File: config.mk
export PLATFORM = sky130hd
export DESIGN_NAME = i2c_cfg_sequencer
export DESIGN_NICKNAME = d
export VERILOG_FILES = /design/src/rtl/i2c_cfg_pkg.sv /design/src/rtl/i2c_cfg_delay_cnt.sv /design/src/rtl/i2c_cfg_sequencer.sv
export SDC_FILE = /design/constraint.sdc
export NUM_CORES = 1
export LEC_CHECK = 0
export BUFFER_PORTS_ARGS = -buffer_cell sky130_fd_sc_hd__buf_4
export CAP_MARGIN = 40
export CORE_MARGIN = 3
export CORE_UTILIZATION = 50
export DETAILED_ROUTE_END_ITERATION = 12
export GPL_TIMING_DRIVEN = 0
export PLACE_DENSITY = 0.75
export SETUP_SLACK_MARGIN = 0.1
export SYNTH_ARGS = -nofsm -noshare
export SYNTH_HDL_FRONTEND = slang
export SYNTH_SLANG_ARGS = --single-unit
File: constraint.sdc
create_clock -name clk -period 5 [get_ports clk]
set_input_delay 0.5 -clock clk [delete_from_list [all_inputs] [get_ports clk]]
set_output_delay 0.5 -clock clk [all_outputs]
set_load 0.05 [all_outputs]
File: src/rtl/i2c_cfg_pkg.sv
// -----------------------------------------------------------------------------
// i2c_cfg_pkg
// Shared definitions for the I2C configuration sequencer and its helpers:
//   - default generic widths for 16-bit-address / 16-bit-data sensors
//   - DELAY_TOKEN_ADDR: register address value that marks a LUT delay entry
//   - cfg_state_t: sequencer state encoding
// No ports (package).
// -----------------------------------------------------------------------------
package i2c_cfg_pkg;

    localparam int DEF_ADDR_W    = 16;
    localparam int DEF_DATA_W    = 16;
    localparam int DEF_IDX_W     = 8;
    localparam int DEF_DELAY_W   = 20;
    localparam int DEF_MAX_RETRY = 3;

    // A LUT entry whose register address equals this value is a delay token.
    localparam int DELAY_TOKEN_ADDR = 0;

    typedef enum logic [2:0] {
        ST_IDLE,
        ST_FETCH,
        ST_ISSUE,
        ST_WAIT,
        ST_DELAY,
        ST_NEXT,
        ST_DONE,
        ST_ERROR
    } cfg_state_t;

endpackage

File: src/rtl/i2c_cfg_delay_cnt.sv
// -----------------------------------------------------------------------------
// i2c_cfg_delay_cnt
// Loadable down-counter with a terminal-count flag. Loading N and then
// enabling gives done after N enabled cycles (done is high while count==0).
// Shared with the sensor power-up sequencer.
//
// Ports:
//   clk       in   system clock
//   rst       in   synchronous active-high reset
//   load      in   load load_val into the counter (has priority over en)
//   load_val  in   W  value to load
//   en        in   decrement enable; the counter stops at zero
//   done      out  count has reached zero
// -----------------------------------------------------------------------------
module i2c_cfg_delay_cnt #(
    parameter int W = 20
) (
    input  logic         clk,
    input  logic         rst,
    input  logic         load,
    input  logic [W-1:0] load_val,
    input  logic         en,
    output logic         done
);

    logic [W-1:0] count;

    // NOTE: sequential state is updated with non-blocking assignments only, so
    // every flop samples the pre-edge value of every other flop.
    always_ff @(posedge clk) begin
        if (rst) begin
            count <= '0;
        end else if (load) begin
            count <= load_val;
        end else if (en && (count != '0)) begin
            count <= count - W'(1);
        end
    end

    assign done = (count == '0);

endmodule

File: src/rtl/i2c_cfg_sequencer.sv
// -----------------------------------------------------------------------------
// i2c_cfg_sequencer
// Walks an external {register address, register data} configuration LUT and
// issues one I2C register write per entry to the I2C master through a
// request/acknowledge handshake. Entries with an all-zero address are delay
// tokens (no bus traffic, DELAY_CYC clock wait). NACKed transfers are re-issued
// up to MAX_RETRY times before the sequence aborts with cfg_error.
//
// Optional feature, macro CFG_ID_CHECK_EN:
//   defined   - entry 0 is issued as a read; the returned data must equal the
//               entry's data field or the sequence aborts with cfg_error.
//   undefined - entry 0 is skipped without bus traffic and i2c_rd stays 0.
//
// Ports:
//   clk        in   system clock
//   rst        in   synchronous active-high reset
//   start      in   one-cycle pulse; starts a sequence when idle
//   lut_index  out  IDX_W          LUT entry being processed
//   lut_data   in   ADDR_W+DATA_W  {addr, data} of lut_index (combinational)
//   lut_size   in   IDX_W          number of LUT entries
//   i2c_req    out  transaction request, held until i2c_ack / i2c_nack
//   i2c_rd     out  1 = read transaction (chip-ID check)
//   i2c_addr   out  ADDR_W  register address
//   i2c_wdata  out  DATA_W  write data
//   i2c_rdata  in   DATA_W  read data, valid with i2c_ack
//   i2c_ack    in   one-cycle completion pulse
//   i2c_nack   in   one-cycle slave NACK pulse
//   busy       out  sequence in progress
//   cfg_done   out  sticky: all entries completed
//   cfg_error  out  sticky: retries exhausted or chip-ID mismatch
// -----------------------------------------------------------------------------
module i2c_cfg_sequencer
    import i2c_cfg_pkg::*;
#(
    parameter int                   ADDR_W    = DEF_ADDR_W,
    parameter int                   DATA_W    = DEF_DATA_W,
    parameter int                   IDX_W     = DEF_IDX_W,
    parameter int                   DELAY_W   = DEF_DELAY_W,
    parameter logic [DELAY_W-1:0]   DELAY_CYC = 20'd200000,
    parameter int                   MAX_RETRY = DEF_MAX_RETRY
) (
    input  logic                     clk,
    input  logic                     rst,
    input  logic                     start,
    output logic [IDX_W-1:0]         lut_index,
    input  logic [ADDR_W+DATA_W-1:0] lut_data,
    input  logic [IDX_W-1:0]         lut_size,
    output logic                     i2c_req,
    output logic                     i2c_rd,
    output logic [ADDR_W-1:0]        i2c_addr,
    output logic [DATA_W-1:0]        i2c_wdata,
    input  logic [DATA_W-1:0]        i2c_rdata,
    input  logic                     i2c_ack,
    input  logic                     i2c_nack,
    output logic                     busy,
    output logic                     cfg_done,
    output logic                     cfg_error
);

    localparam int RETRY_W = (MAX_RETRY < 1) ? 1 : $clog2(MAX_RETRY + 1);

    // The counter runs DELAY_CYC-1 down to 0, i.e. DELAY_CYC cycles in DELAY.
    // A DELAY_CYC of 0 degenerates to a single wait cycle.
    localparam logic [DELAY_W-1:0] DELAY_LOAD =
        (DELAY_CYC == '0) ? '0 : DELAY_CYC - DELAY_W'(1);

    cfg_state_t           state;
    logic [ADDR_W-1:0]    addr_q;
    logic [DATA_W-1:0]    data_q;
    logic [RETRY_W-1:0]   retry_cnt;

    logic [ADDR_W-1:0]    lut_addr;
    logic [DATA_W-1:0]    lut_wdata;
    logic                 dly_load;
    logic                 dly_en;
    logic                 dly_done;

    assign lut_addr  = lut_data[ADDR_W+DATA_W-1 -: ADDR_W];
    assign lut_wdata = lut_data[DATA_W-1:0];

    // The delay counter is reloaded on every fetch; only a delay token lets
    // it run, so the load is unconditional.
    assign dly_load = (state == ST_FETCH);
    assign dly_en   = (state == ST_DELAY);

    i2c_cfg_delay_cnt #(
        .W        (DELAY_W)
    ) u_delay_cnt (
        .clk      (clk),
        .rst      (rst),
        .load     (dly_load),
        .load_val (DELAY_LOAD),
        .en       (dly_en),
        .done     (dly_done)
    );

`ifndef CFG_ID_CHECK_EN
    // Read data only matters for the chip-ID check.
    logic unused_rdata;
    assign unused_rdata = ^i2c_rdata;
`endif

    always_ff @(posedge clk) begin
        if (rst) begin
            // NOTE: the address/data latches are reset along with the control
            // state; they are plain registers, not a memory array, so reset
            // costs nothing and keeps the bus outputs defined from power-up.
            state     <= ST_IDLE;
            lut_index <= '0;
            addr_q    <= '0;
            data_q    <= '0;
            retry_cnt <= '0;
            i2c_req   <= 1'b0;
            i2c_rd    <= 1'b0;
            i2c_addr  <= '0;
            i2c_wdata <= '0;
            busy      <= 1'b0;
            cfg_done  <= 1'b0;
            cfg_error <= 1'b0;
        end else begin
            case (state)
                ST_IDLE: begin
                    if (start) begin
                        cfg_done  <= 1'b0;
                        cfg_error <= 1'b0;
                        lut_index <= '0;
                        retry_cnt <= '0;
                        busy      <= 1'b1;
                        state     <= ST_FETCH;
                    end
                end

                // lut_index was updated one cycle ago, so lut_data has settled.
                ST_FETCH: begin
                    addr_q <= lut_addr;
                    data_q <= lut_wdata;
                    if (lut_index >= lut_size) begin
                        state <= ST_DONE;
                    end else if (lut_index == '0) begin
`ifdef CFG_ID_CHECK_EN
                        state <= ST_ISSUE;
`else
                        state <= ST_NEXT;
`endif
                    end else if (lut_addr == ADDR_W'(DELAY_TOKEN_ADDR)) begin
                        state <= ST_DELAY;
                    end else begin
                        state <= ST_ISSUE;
                    end
                end

                ST_ISSUE: begin
                    i2c_req   <= 1'b1;
                    i2c_addr  <= addr_q;
                    i2c_wdata <= data_q;
`ifdef CFG_ID_CHECK_EN
                    i2c_rd    <= (lut_index == '0);
`else
                    i2c_rd    <= 1'b0;
`endif
                    state     <= ST_WAIT;
                end

                // NACK wins over a simultaneous ACK. The request drops for the
                // ISSUE cycle before a retry so the master sees a fresh request.
                ST_WAIT: begin
                    if (i2c_nack) begin
                        i2c_req <= 1'b0;
                        i2c_rd  <= 1'b0;
                        if (retry_cnt < RETRY_W'(MAX_RETRY)) begin
                            retry_cnt <= retry_cnt + RETRY_W'(1);
                            state     <= ST_ISSUE;
                        end else begin
                            state <= ST_ERROR;
                        end
                    end else if (i2c_ack) begin
                        i2c_req   <= 1'b0;
                        i2c_rd    <= 1'b0;
                        retry_cnt <= '0;
`ifdef CFG_ID_CHECK_EN
                        // A bad chip ID is a wrong part, not a bus glitch: no retry.
                        if (i2c_rd && (i2c_rdata != data_q)) begin
                            state <= ST_ERROR;
                        end else begin
                            state <= ST_NEXT;
                        end
`else
                        state <= ST_NEXT;
`endif
                    end
                end

                ST_DELAY: begin
                    if (dly_done) begin
                        state <= ST_NEXT;
                    end
                end

                ST_NEXT: begin
                    lut_index <= lut_index + IDX_W'(1);
                    state     <= ST_FETCH;
                end

                ST_DONE: begin
                    cfg_done <= 1'b1;
                    busy     <= 1'b0;
                    state    <= ST_IDLE;
                end

                ST_ERROR: begin
                    cfg_error <= 1'b1;
                    busy      <= 1'b0;
                    state     <= ST_IDLE;
                end

                default: begin
                    state <= ST_IDLE;
                end
            endcase
        end
    end

endmodule

==> results of run 1 <==
==> final cells by class <==
cell class	count	area, um2
timing repair buffer	88	661
multi-input combinational	398	2200
clock buffer	9	124
fill	750	2990
sequential	101	2020
tap	105	131
clock inverter	7	76.3
inverter	13	48.8
buffer	34	136
==> layer usage <==
| layer | vias to the layer above | routed length, um | share of wire [%] | global-route usage (%) |
|---|---|---|---|---|
| met5 | - | 0 | 0 | 0 |
| met4 | 0 | 167 | 1.5 | 6.93 |
| met3 | 16 | 588 | 5.4 | 5.07 |
| met2 | 109 | 5460 | 50 | 38.0 |
| met1 | 1897 | 4680 | 43 | 28.7 |
| li1 | 2045 | - | - | - |
==> Yosys cell counts (2+ instances only) <==
| cell | n | area, um2 |
|---|---|---|
| nand2_1 | 149 | 559 |
| dfxtp_1 | 101 | 2020 |
| a21oi_1 | 89 | 445 |
| clkbuf_1 | 29 | 109 |
| nor2_1 | 25 | 93.8 |
| ha_1 | 13 | 163 |
| nor3_1 | 13 | 65.1 |
| inv_1 | 12 | 45.0 |
| xnor2_1 | 12 | 105 |
| nand3_1 | 9 | 45.0 |
| nand2b_1 | 7 | 43.8 |
| o21ai_0 | 7 | 35.0 |
| nor4_1 | 5 | 31.3 |
| nor4_2 | 5 | 62.6 |
| a211oi_1 | 4 | 30.0 |
| and2_1 | 4 | 25.0 |
| buf_2 | 4 | 20.0 |
| nor2b_1 | 4 | 25.0 |
| xor2_1 | 4 | 35.0 |
| a31oi_1 | 3 | 18.8 |
| and3_1 | 3 | 18.8 |
| mux2_2 | 3 | 33.8 |
| nand4_1 | 3 | 18.8 |
| or3_1 | 3 | 18.8 |
| or4_1 | 3 | 22.5 |
| a311oi_1 | 2 | 17.5 |
| nand4bb_1 | 2 | 22.5 |
| o2111ai_1 | 2 | 17.5 |
| o31ai_1 | 2 | 15.0 |
==> power by group through the flow <==
| stage | sequential [mW] | combinational (mW) | clock [mW] |
|---|---|---|---|
| 2_1_floorplan | 0.914 | 0.246 | 0 |
| 3_3_place_gp | 0.913 | 0.340 | 0 |
| 3_5_place_dp | 0.917 | 0.348 | 0 |
| 4_1_cts | 0.899 | 0.349 | 0.538 |
| 5_1_grt | 0.906 | 0.391 | 0.568 |
| 6_report | 0.898 | 0.350 | 0.523 |
==> cells by family (layout without fill, tap and decap cells) <==
kind of cell / after synthesis / in the layout / share of synthesized area (%)
simple gates: 248 / 248 / 27.2
compound gates: 116 / 116 / 14.7
xor+xnor: 16 / 16 / 3.18
fa+ha+maj: 13 / 13 / 3.69
buf+inv: 47 / 151 / 4.20
flops: 101 / 101 / 45.9
mux: 4 / 4 / 1.02
other cells: 1 / 1 / 0.0851
==> path summary, 6_finish.rpt <==
| check | cells past startpoint | slack, ps | end |
|---|---|---|---|
| setup / recovery | 6 | 2880 | state[0] |
| hold / removal | 3 | 360 | data_q[12] |
| setup reg to reg | 6 | 2880 | state[0] |
| hold reg to reg | 2 | 460 | i2c_wdata[10] |
==> worst min-delay path: cells and delay by family <==
kind	cells	cell delay, ps
AO/OA/AOI/OAI	1	50
buffers and inverters	1	110
AND/OR/NAND/NOR	1	50
==> flip-flops by register name, indices dropped and copies added (netlist names) <==
name and cells:
addr_q 16, state 3, u_delay_cnt.count 20, data_q 16, i2c_wdata 16, i2c_req 1
cfg_done 1, lut_index 8, cfg_error 1, retry_cnt 2, busy 1, i2c_addr 16
==> per-stage QoR <==
step	hold slack, ps	util, %
5_1_grt	353	64.4
2_1_floorplan	432	-
3_5_place_dp	447	62.0
6_report	360	64.4
3_3_place_gp	436	62.0
4_1_cts	344	64.4
==> impl_metrics.py, run 1 <==
metrics = {
    "yosys": {
        "netlist_area_um2": 4400,
        "avgSynthCellArea_um2": 8.07,
        "syn_inst": 546,
        "synthArstFlopShare_pct": 0,
        "synth_fp_nets": 620,
        "yosysWarnings": 0,
        "yosysSeqAreaShare_pct": 45.9,
        "yosys_register_bits": 101,
        "synth_ff_type": "dfxtp_1",
        "ys_types": 53,
        "synth-edff-count": 0,
    },
    "placed_design": {
        "place.gp.congestion": 0.837,
        "dpl.hpwl_um": 8280,
        "place_area_um2": 5200,
        "placed_cells": 739,
        "pre_cts_ws_ps": 2720,
        "io_buffers": 88,
    },
    "cells_and_area": {
        "drive_gt1_share_pct": 19.5,
        "fin_area_um2": 5400,
        "area_delta_synth_final_pct": 22.5,
        "final_common_cell": "nand2_1",
        "final_cell_mix": "149 x nand2_1, 101 x dfxtp_1, 89 x a21oi_1, 89 x buf_4, 29 x clkbuf_1",
        "num_antenna_cells": 0,
        "instances_no_fill": 755,
        "nets": 719,
    },
    "clock_tree": {
        "cts_hold_buf": 0,
        "ctsLongestPathBuffers": 2,
        "cts.htree.levels": 3,
        "cts_tree": "built",
        "cts.repair.resized": 0,
        "clk_latency_ps": 380,
        "cts_root_buf": "clkbuf_8",
        "post_cts_buffers": 0,
        "numCtsBuffers": 9,
        "clock-sinks": 101,
        "clk_pin_slew_worst_paths_ps": 120,
    },
    "setup_path": {
        "cp_max_fo": 7,
        "cp.arrival_ps": 2400,
        "path_cells": "ha_1, a211o_1, a31oi_1, o21ai_0, or3_1, a221oi_2",
        "required_ps": 5280,
        "crit_path_max_incr_delay_ps": 480,
        "path_delay_family": "compound AO/OA/AOI/OAI gates",
        "r2r-start": "lut_index[2]",
        "worstPathBufferInverterCount": 0,
        "end_kind": "flip-flop",
        "crit_type": "flip-flop to flip-flop",
        "startpoint": "lut_index[2]",
        "cp-start-kind": "flip-flop",
        "cpMaxStageDelayCell": "dfxtp_1",
    },
    "floorplan": {
        "die_h_um": 99.9,
        "std_cell_rows": 33,
        "io_pins": 106,
        "fp.dieArea_um2": 9970,
        "core_area_um2": 8380,
        "fp.dieW_um": 99.9,
        "initial_core_util_pct": 52.5,
    },
    "timing": {
        "fmax_mhz": 472,
        "slew_viol_final": 0,
        "finalSetupViolCount": 0,
        "slew_headroom_pct": 57.3,
        "grt_setup_unrepaired": "no",
        "setup_ws_ps": 2880,
        "hold_viol": 0,
        "tightestPinTransition_ps": 637,
        "fin_setup_tns_ps": 0,
        "final.setup_skew_ps": 19.2,
        "finalCriticalPeriod_ps": 2120,
        "fin_crit_sh_pct": 42.4,
    },
    "route": {
        "finalWirelength_um": 10900,
        "via_per_inst": 5.39,
        "post_drt_wl_per_cell_um": 14.4,
        "drc": 0,
        "first_pass_iters": 4,
        "vias": 4067,
        "drtIter0Drc": 188,
        "final_antenna_net_count": 0,
    },
    "power": {
        "switchingPower_mw": 0.583,
        "cell_internal_pwr_mw": 1.19,
        "seqPwrFrac_pct": 50.7,
        "swShare_pct": 32.9,
        "p_comb_share_pct": 19.8,
        "p_per_area_nw_per_um2": 328,
        "clockPowerShare_pct": 29.5,
        "worst_ir_drop_vdd_mv": 0.214,
        "p_total_mw": 1.77,
        "p_leak_nw": 2.08,
    },
    "grt": {
        "track_usage_pct": 22.5,
        "grt_first_pass_wirelength_um": 18200,
        "grt_pass1_vias": 3863,
        "grt_max_degree": 21,
        "gr-total-overflow": 0,
        "antenna_found_initial": 0,
    },
    "worst_hold_path": {
        "hp-start": "lut_data[12]",
        "hold_path.class": "input port to flip-flop",
    },
    "flow_run": {
        "cap_violations": 0,
    },
    "status": {
        "status": "finished, final reports clean",
    },
}
Note: power is estimated with default switching activity, not from simulation.
==> run 2, diff against run 1 <==
- ABC_AREA: default -> 1
- clock period: 5 -> 2.1 ns (I/O delays scaled with it)
==> run 2 against run 1 <==
Final cell count is 9.0% higher. First-iteration DRC count increased by 8.5%. Register-to-register slack worse by 2600 ps. Worst hold slack got worse by 250 ps. Clock skew is 6.3 ps lower. Flip-flop and latch count is the same. Critical path type unchanged. Critical endpoint is now data_q[13].
==> impl_metrics.py, run 2 <==
metrics = {
    "status": {
        "status": "finished, final reports clean",
    },
    "timing": {
        "finalCriticalPeriod_ps": 1830,
        "fin_setup_tns_ps": 0,
        "grt_setup_unrepaired": "no",
        "slew_headroom_pct": 51.7,
        "final.setup_skew_ps": 12.9,
        "fin_crit_sh_pct": 87.2,
        "slew_viol_final": 0,
        "setup_ws_ps": 269,
        "hold_viol": 0,
        "tightestPinTransition_ps": 719,
        "fmax_mhz": 546,
        "finalSetupViolCount": 0,
    },
    "placed_design": {
        "io_buffers": 87,
        "place_area_um2": 5310,
        "pre_cts_ws_ps": 351,
        "place.gp.congestion": 0.933,
        "placed_cells": 807,
        "dpl.hpwl_um": 8450,
    },
    "floorplan": {
        "io_pins": 106,
        "die_h_um": 101,
        "fp.dieArea_um2": 10200,
        "std_cell_rows": 34,
        "fp.dieW_um": 101,
        "core_area_um2": 8760,
        "initial_core_util_pct": 51.6,
    },
    "yosys": {
        "yosysWarnings": 0,
        "synth_top_area_cell": "dfxtp_1",
        "ys_types": 38,
        "synth_ff_type": "dfxtp_1",
        "yosysMostFrequentCell": "dfxtp_1",
        "synth-edff-count": 0,
        "synth_common_cells": "101 x dfxtp_1, 97 x a21oi_1, 92 x nand2_1",
        "synthArstFlopShare_pct": 0,
        "synth.top_cell.area_share_pct": 44.7,
        "yosysSeqAreaShare_pct": 44.7,
        "synth_fp_nets": 686,
        "synth_area_leaders": "dfxtp_1 45%, a21oi_1 11%, o21ai_0 8.4%",
        "netlist_area_um2": 4530,
        "syn_inst": 612,
        "yosys_register_bits": 101,
        "avgSynthCellArea_um2": 7.39,
    },
    "power": {
        "clockPowerShare_pct": 18.2,
        "seqPwrFrac_pct": 39.6,
        "p_per_area_nw_per_um2": 1210,
        "p_leak_nw": 2.48,
        "swShare_pct": 42.9,
        "worst_ir_drop_vdd_mv": 0.531,
        "switchingPower_mw": 2.85,
        "p_comb_share_pct": 42.2,
        "cell_internal_pwr_mw": 3.79,
    },
    "cells_and_area": {
        "instances_no_fill": 823,
        "drive_gt1_share_pct": 19.0,
        "area_delta_synth_final_pct": 21.6,
        "final_common_cell": "dfxtp_1",
        "fin_area_um2": 5510,
        "largest-register": "u_delay_cnt.count",
        "seqCellArea_um2": 2020,
        "n_fill_cell": 828,
        "final_cell_mix": "101 x dfxtp_1, 97 x a21oi_1, 92 x nand2_1",
        "multiInputGateArea_um2": 2070,
        "num_antenna_cells": 0,
        "largest_reg_flops": 20,
        "nets": 784,
    },
    "clock_tree": {
        "clk_latency_ps": 370,
        "clk_pin_slew_worst_paths_ps": 110,
        "post_cts_buffers": 0,
        "cts.repair.resized": 0,
        "cts_tree": "built",
        "cts_hold_buf": 0,
        "numCtsBuffers": 9,
        "cts.htree.levels": 3,
        "ctsLongestPathBuffers": 2,
        "cts_root_buf": "clkbuf_8",
        "clock-sinks": 101,
    },
    "setup_path": {
        "cp_max_fo": 10,
        "r2r-start": "state[0]",
        "cp.arrival_ps": 2070,
        "startpoint": "state[0]",
        "reg2reg_depth": 6,
        "crit_type": "flip-flop to flip-flop",
        "reg2reg_slack_ps": 270,
        "endpoint": "data_q[13]",
        "cp-start-kind": "flip-flop",
        "end_kind": "flip-flop",
        "r2r-end": "data_q[13]",
        "required_ps": 2340,
    },
    "grt": {
        "gr-total-overflow": 0,
        "antenna_found_initial": 0,
        "grt_first_pass_wirelength_um": 19100,
        "grt_pass1_vias": 4119,
        "track_usage_pct": 22.8,
        "grt_max_degree": 19,
    },
    "route": {
        "final_antenna_net_count": 0,
        "vias": 4376,
        "post_drt_wl_per_cell_um": 14.0,
        "first_pass_iters": 4,
        "drc": 0,
        "finalWirelength_um": 11500,
        "drtIter0Drc": 204,
        "via_per_inst": 5.32,
    },
    "worst_hold_path": {
        "hp-start": "lut_data[4]",
        "hold_path.class": "input port to flip-flop",
    },
    "flow_run": {
        "cap_violations": 0,
    },
}
[run 2: cell types whose count changed in the layout (fill, tap and decap cells not counted), moves of 5 or more]
cell	before	now
o21ai_0	7	76
nand2_1	149	92
nand2b_1	7	0
a21oi_1	89	97
nor2_1	25	49
nor4_2	5	0
nand3_1	9	26
clkbuf_1	29	17
inv_1	12	71
xnor2_1	12	3
[run 2: worst min path at each step]
stage	endpoint	slack, ps	cells after the start
floorplan	retry_cnt[0]	370	2
global placement	i2c_wdata[8]	440	2
detailed placement	i2c_addr[2]	440	2
CTS	data_q[2]	110	3
global route	data_q[2]	130	3
finish	data_q[4]	110	3
[run 2: metal layers]
layer  part of all wire [%]  routed length, um  global-route usage [%]  vias up
met2                     47               5460                    38.0      123
met3                    5.8                667                    3.31       15
met5                      0                  0                       0        -
met4                    1.1                125                    6.95        0
met1                     46               5280                    30.8     2029
li1                       -                  -                       -     2209
[run 2: cell type report]
type / count / share of cell area (%)
multi-input cells: 405 / 37.7
plain buffers: 28 / 2.43
flip-flops and latches: 101 / 36.7
clock inverters: 6 / 0.977
inverters: 78 / 5.39
well taps: 108 / 2.45
repair buffers: 87 / 11.9
clock buffers: 10 / 2.50
[run 2: stage by stage]
step / utilization, % / total power, mW / hold slack, ps
4_1_cts: 62.8 / 6.64 / 110
3_5_place_dp: 60.6 / 5.42 / 444
2_1_floorplan: - / 4.73 / 374
5_1_grt: 62.8 / 7.16 / 128
6_report: 62.8 / 6.64 / 114
3_3_place_gp: 60.6 / 5.33 / 437
[run 2: cell families (layout without fill, tap and decap cells)]
logic type,Yosys count,in the layout,synth area share (%)
AND/OR/NAND/NOR,200,200,19.8
flip-flops,101,101,44.7
buffers and inverters,106,209,9.51
other,1,1,0.0829
adder cells (fa/ha/maj),13,13,3.59
AO/OA/AOI/OAI,183,183,20.8
XOR/XNOR,8,8,1.55
[run 2: critical path, stage by stage (launching register included)]
cell	delay (ps)
dfxtp_1	490
inv_2	110
nor3_4	340
inv_2	190
clkbuf_1	250
o21ai_0	250
a21oi_1	60
[run 2: power by group through the flow]
stage               registers (mW)  logic [mW]  clock network, mW
floorplan                     2.73        1.99                  0
global placement              2.65        2.68                  0
detailed placement            2.66        2.76                  0
CTS                           2.62        2.78               1.23
global route                  2.67        3.18               1.31
finish                        2.63        2.81               1.21
==> run 3, diff against run 2 <==
- ABC_AREA: 1 -> default
==> run 3 against run 2 <==
Final area increased by 0.11%. Utilization increased by 2.9 points. Fmax decreased by 5.5%. First-iteration DRC count decreased by 9.3%. Critical path depth unchanged. Clock-buffer cell count decreased by 1. Non-clock buffer count increased by 15. Power decreased by 35%. Register-to-register slack got worse by 110 ps. Final cell count decreased by 7.3%. Sequential power decreased by 19%. Critical path type unchanged. Sequential share of layout area increased by 0.072 points.
==> impl_metrics.py, run 3 (same netlist as run 1, synthesis figures left out) <==
metrics = {
    "status": {
        "status": "finished, final reports clean",
    },
    "setup_path": {
        "r2r-start": "lut_index[2]",
        "worstPathBufferInverterCount": 0,
        "startpoint": "lut_index[2]",
        "cpMaxStageDelayCell": "dfxtp_2",
        "required_ps": 2380,
        "end_kind": "flip-flop",
        "path_delay_family": "compound AO/OA/AOI/OAI gates",
        "cp_max_fo": 7,
        "path_depth": 6,
        "crit_type": "flip-flop to flip-flop",
        "path_cells": "ha_1, a211o_1, a31oi_1, o21ai_2, or3_1, a221oi_2",
        "crit_path_max_incr_delay_ps": 380,
        "cp-start-kind": "flip-flop",
        "cp.arrival_ps": 2220,
        "reg2reg_depth": 6,
    },
    "clock_tree": {
        "cts_root_buf": "clkbuf_8",
        "numCtsBuffers": 9,
        "cts.htree.levels": 3,
        "clk_latency_ps": 380,
        "clk_pin_slew_worst_paths_ps": 120,
        "cts_hold_buf": 0,
        "cts_tree": "built",
        "clock-sinks": 101,
        "ctsLongestPathBuffers": 2,
    },
    "timing": {
        "slew_viol_final": 0,
        "hold_viol": 0,
        "fin_crit_sh_pct": 92.3,
        "slew_headroom_pct": 61.7,
        "final.setup_skew_ps": 24.3,
        "fmax_mhz": 516,
        "tightestPinTransition_ps": 571,
        "finalCriticalPeriod_ps": 1940,
        "fin_setup_tns_ps": 0,
        "finalSetupViolCount": 0,
        "grt_setup_unrepaired": "yes",
    },
    "floorplan": {
        "fp.dieArea_um2": 9970,
        "initial_core_util_pct": 52.5,
        "core_area_um2": 8380,
        "io_pins": 106,
        "die_h_um": 99.9,
        "fp.dieW_um": 99.9,
        "std_cell_rows": 33,
    },
    "grt": {
        "grt_max_degree": 23,
        "antenna_found_initial": 0,
        "gr-total-overflow": 0,
        "grt_pass1_vias": 3938,
        "grt_first_pass_wirelength_um": 18100,
        "track_usage_pct": 22.7,
    },
    "cells_and_area": {
        "n_fill_cell": 758,
        "area_delta_synth_final_pct": 25.1,
        "nets": 727,
        "fin_area_um2": 5510,
        "drive_gt1_share_pct": 21.9,
        "largest_reg_flops": 20,
        "num_antenna_cells": 0,
        "final_cell_mix": "149 x nand2_1, 97 x buf_4, 96 x dfxtp_1",
        "final_common_cell": "nand2_1",
        "largest-register": "u_delay_cnt.count",
    },
    "power": {
        "switchingPower_mw": 1.44,
        "clockPowerShare_pct": 30.0,
        "seqPwrFrac_pct": 49.5,
        "worst_ir_drop_vdd_mv": 0.442,
        "p_leak_nw": 2.14,
        "p_comb_share_pct": 20.5,
        "cell_internal_pwr_mw": 2.88,
        "p_per_area_nw_per_um2": 785,
        "swShare_pct": 33.4,
    },
    "placed_design": {
        "io_buffers": 88,
        "dpl.hpwl_um": 8380,
        "place_area_um2": 5200,
        "place.gp.congestion": 0.857,
    },
    "route": {
        "vias": 4094,
        "first_pass_iters": 4,
        "finalWirelength_um": 11200,
        "drtIter0Drc": 185,
        "via_per_inst": 5.37,
        "post_drt_wl_per_cell_um": 14.7,
        "drc": 0,
        "final_antenna_net_count": 0,
    },
    "worst_hold_path": {
        "hold_path.class": "input port to flip-flop",
        "hp-start": "lut_data[12]",
        "holdPathStages": 3,
    },
    "flow_run": {
        "cap_violations": 0,
    },
}
run 3: final cells by class:
type / count / area, um2 / area share (%)
Tap cell: 105 / 131 / 2.38
Clock inverter: 7 / 96.3 / 1.75
Timing Repair Buffer: 96 / 721 / 13.1
Multi-Input combinational cell: 398 / 2230 / 40.4
Inverter: 13 / 48.8 / 0.885
Clock buffer: 9 / 124 / 2.25
Buffer: 34 / 136 / 2.47
Sequential cell: 101 / 2030 / 36.8
run 3: stage by stage:
stage	utilization [%]	power [mW]	setup WS, ps	instances	hold slack, ps
after detailed placement	62.1	3.02	78.6	739	446
after CTS	64.9	4.34	138	757	39.5
after floorplan	-	2.76	150	546	346
after global placement	62.1	2.98	133	739	436
after global routing	65.8	4.55	86.0	763	39.1
final	65.8	4.33	163	763	59.4
run 3: worst paths after layout:
| check | endpoint | slack, ps |
|---|---|---|
| max | state[0] | 160 |
| max reg2reg | state[0] | 160 |
| min | data_q[12] | 60 |
| min reg2reg | i2c_wdata[3] | 440 |
run 3: power by group through the flow:
stage	registers, mW	clock network [mW]	logic, mW
floorplan	2.18	0	0.587
global placement	2.17	0	0.807
detailed placement	2.18	0	0.837
CTS	2.14	1.34	0.865
global route	2.16	1.41	0.986
finish	2.14	1.30	0.887
run 3: timing repair:
action | 4_1_cts | 5_1_grt
gates resized for setup | 2 | 4
pin swaps | 1 | 0
hold endpoints to repair | 0 | 0
buffers inserted | 2 | 6
endpoints found under the setup margin | 3 | 4
run 3: worst register-to-register path: stages, from the launching register on:
cell      delay (ps)
dfxtp_2          380
ha_1             310
a211o_1          290
a31oi_1          200
o21ai_2          100
or3_1            350
a221oi_2         230
run 3: layer usage:
| layer | share of wire (%) | vias to the layer above | wire length [um] | global-route usage (%) |
|---|---|---|---|---|
| li1 | - | 2065 | - | - |
| met1 | 42 | 1913 | 4760 | 27.9 |
| met2 | 50 | 101 | 5560 | 37.5 |
| met3 | 6.2 | 15 | 696 | 6.67 |
| met4 | 1.7 | 0 | 195 | 9.03 |
| met5 | 0 | - | 0 | 0 |
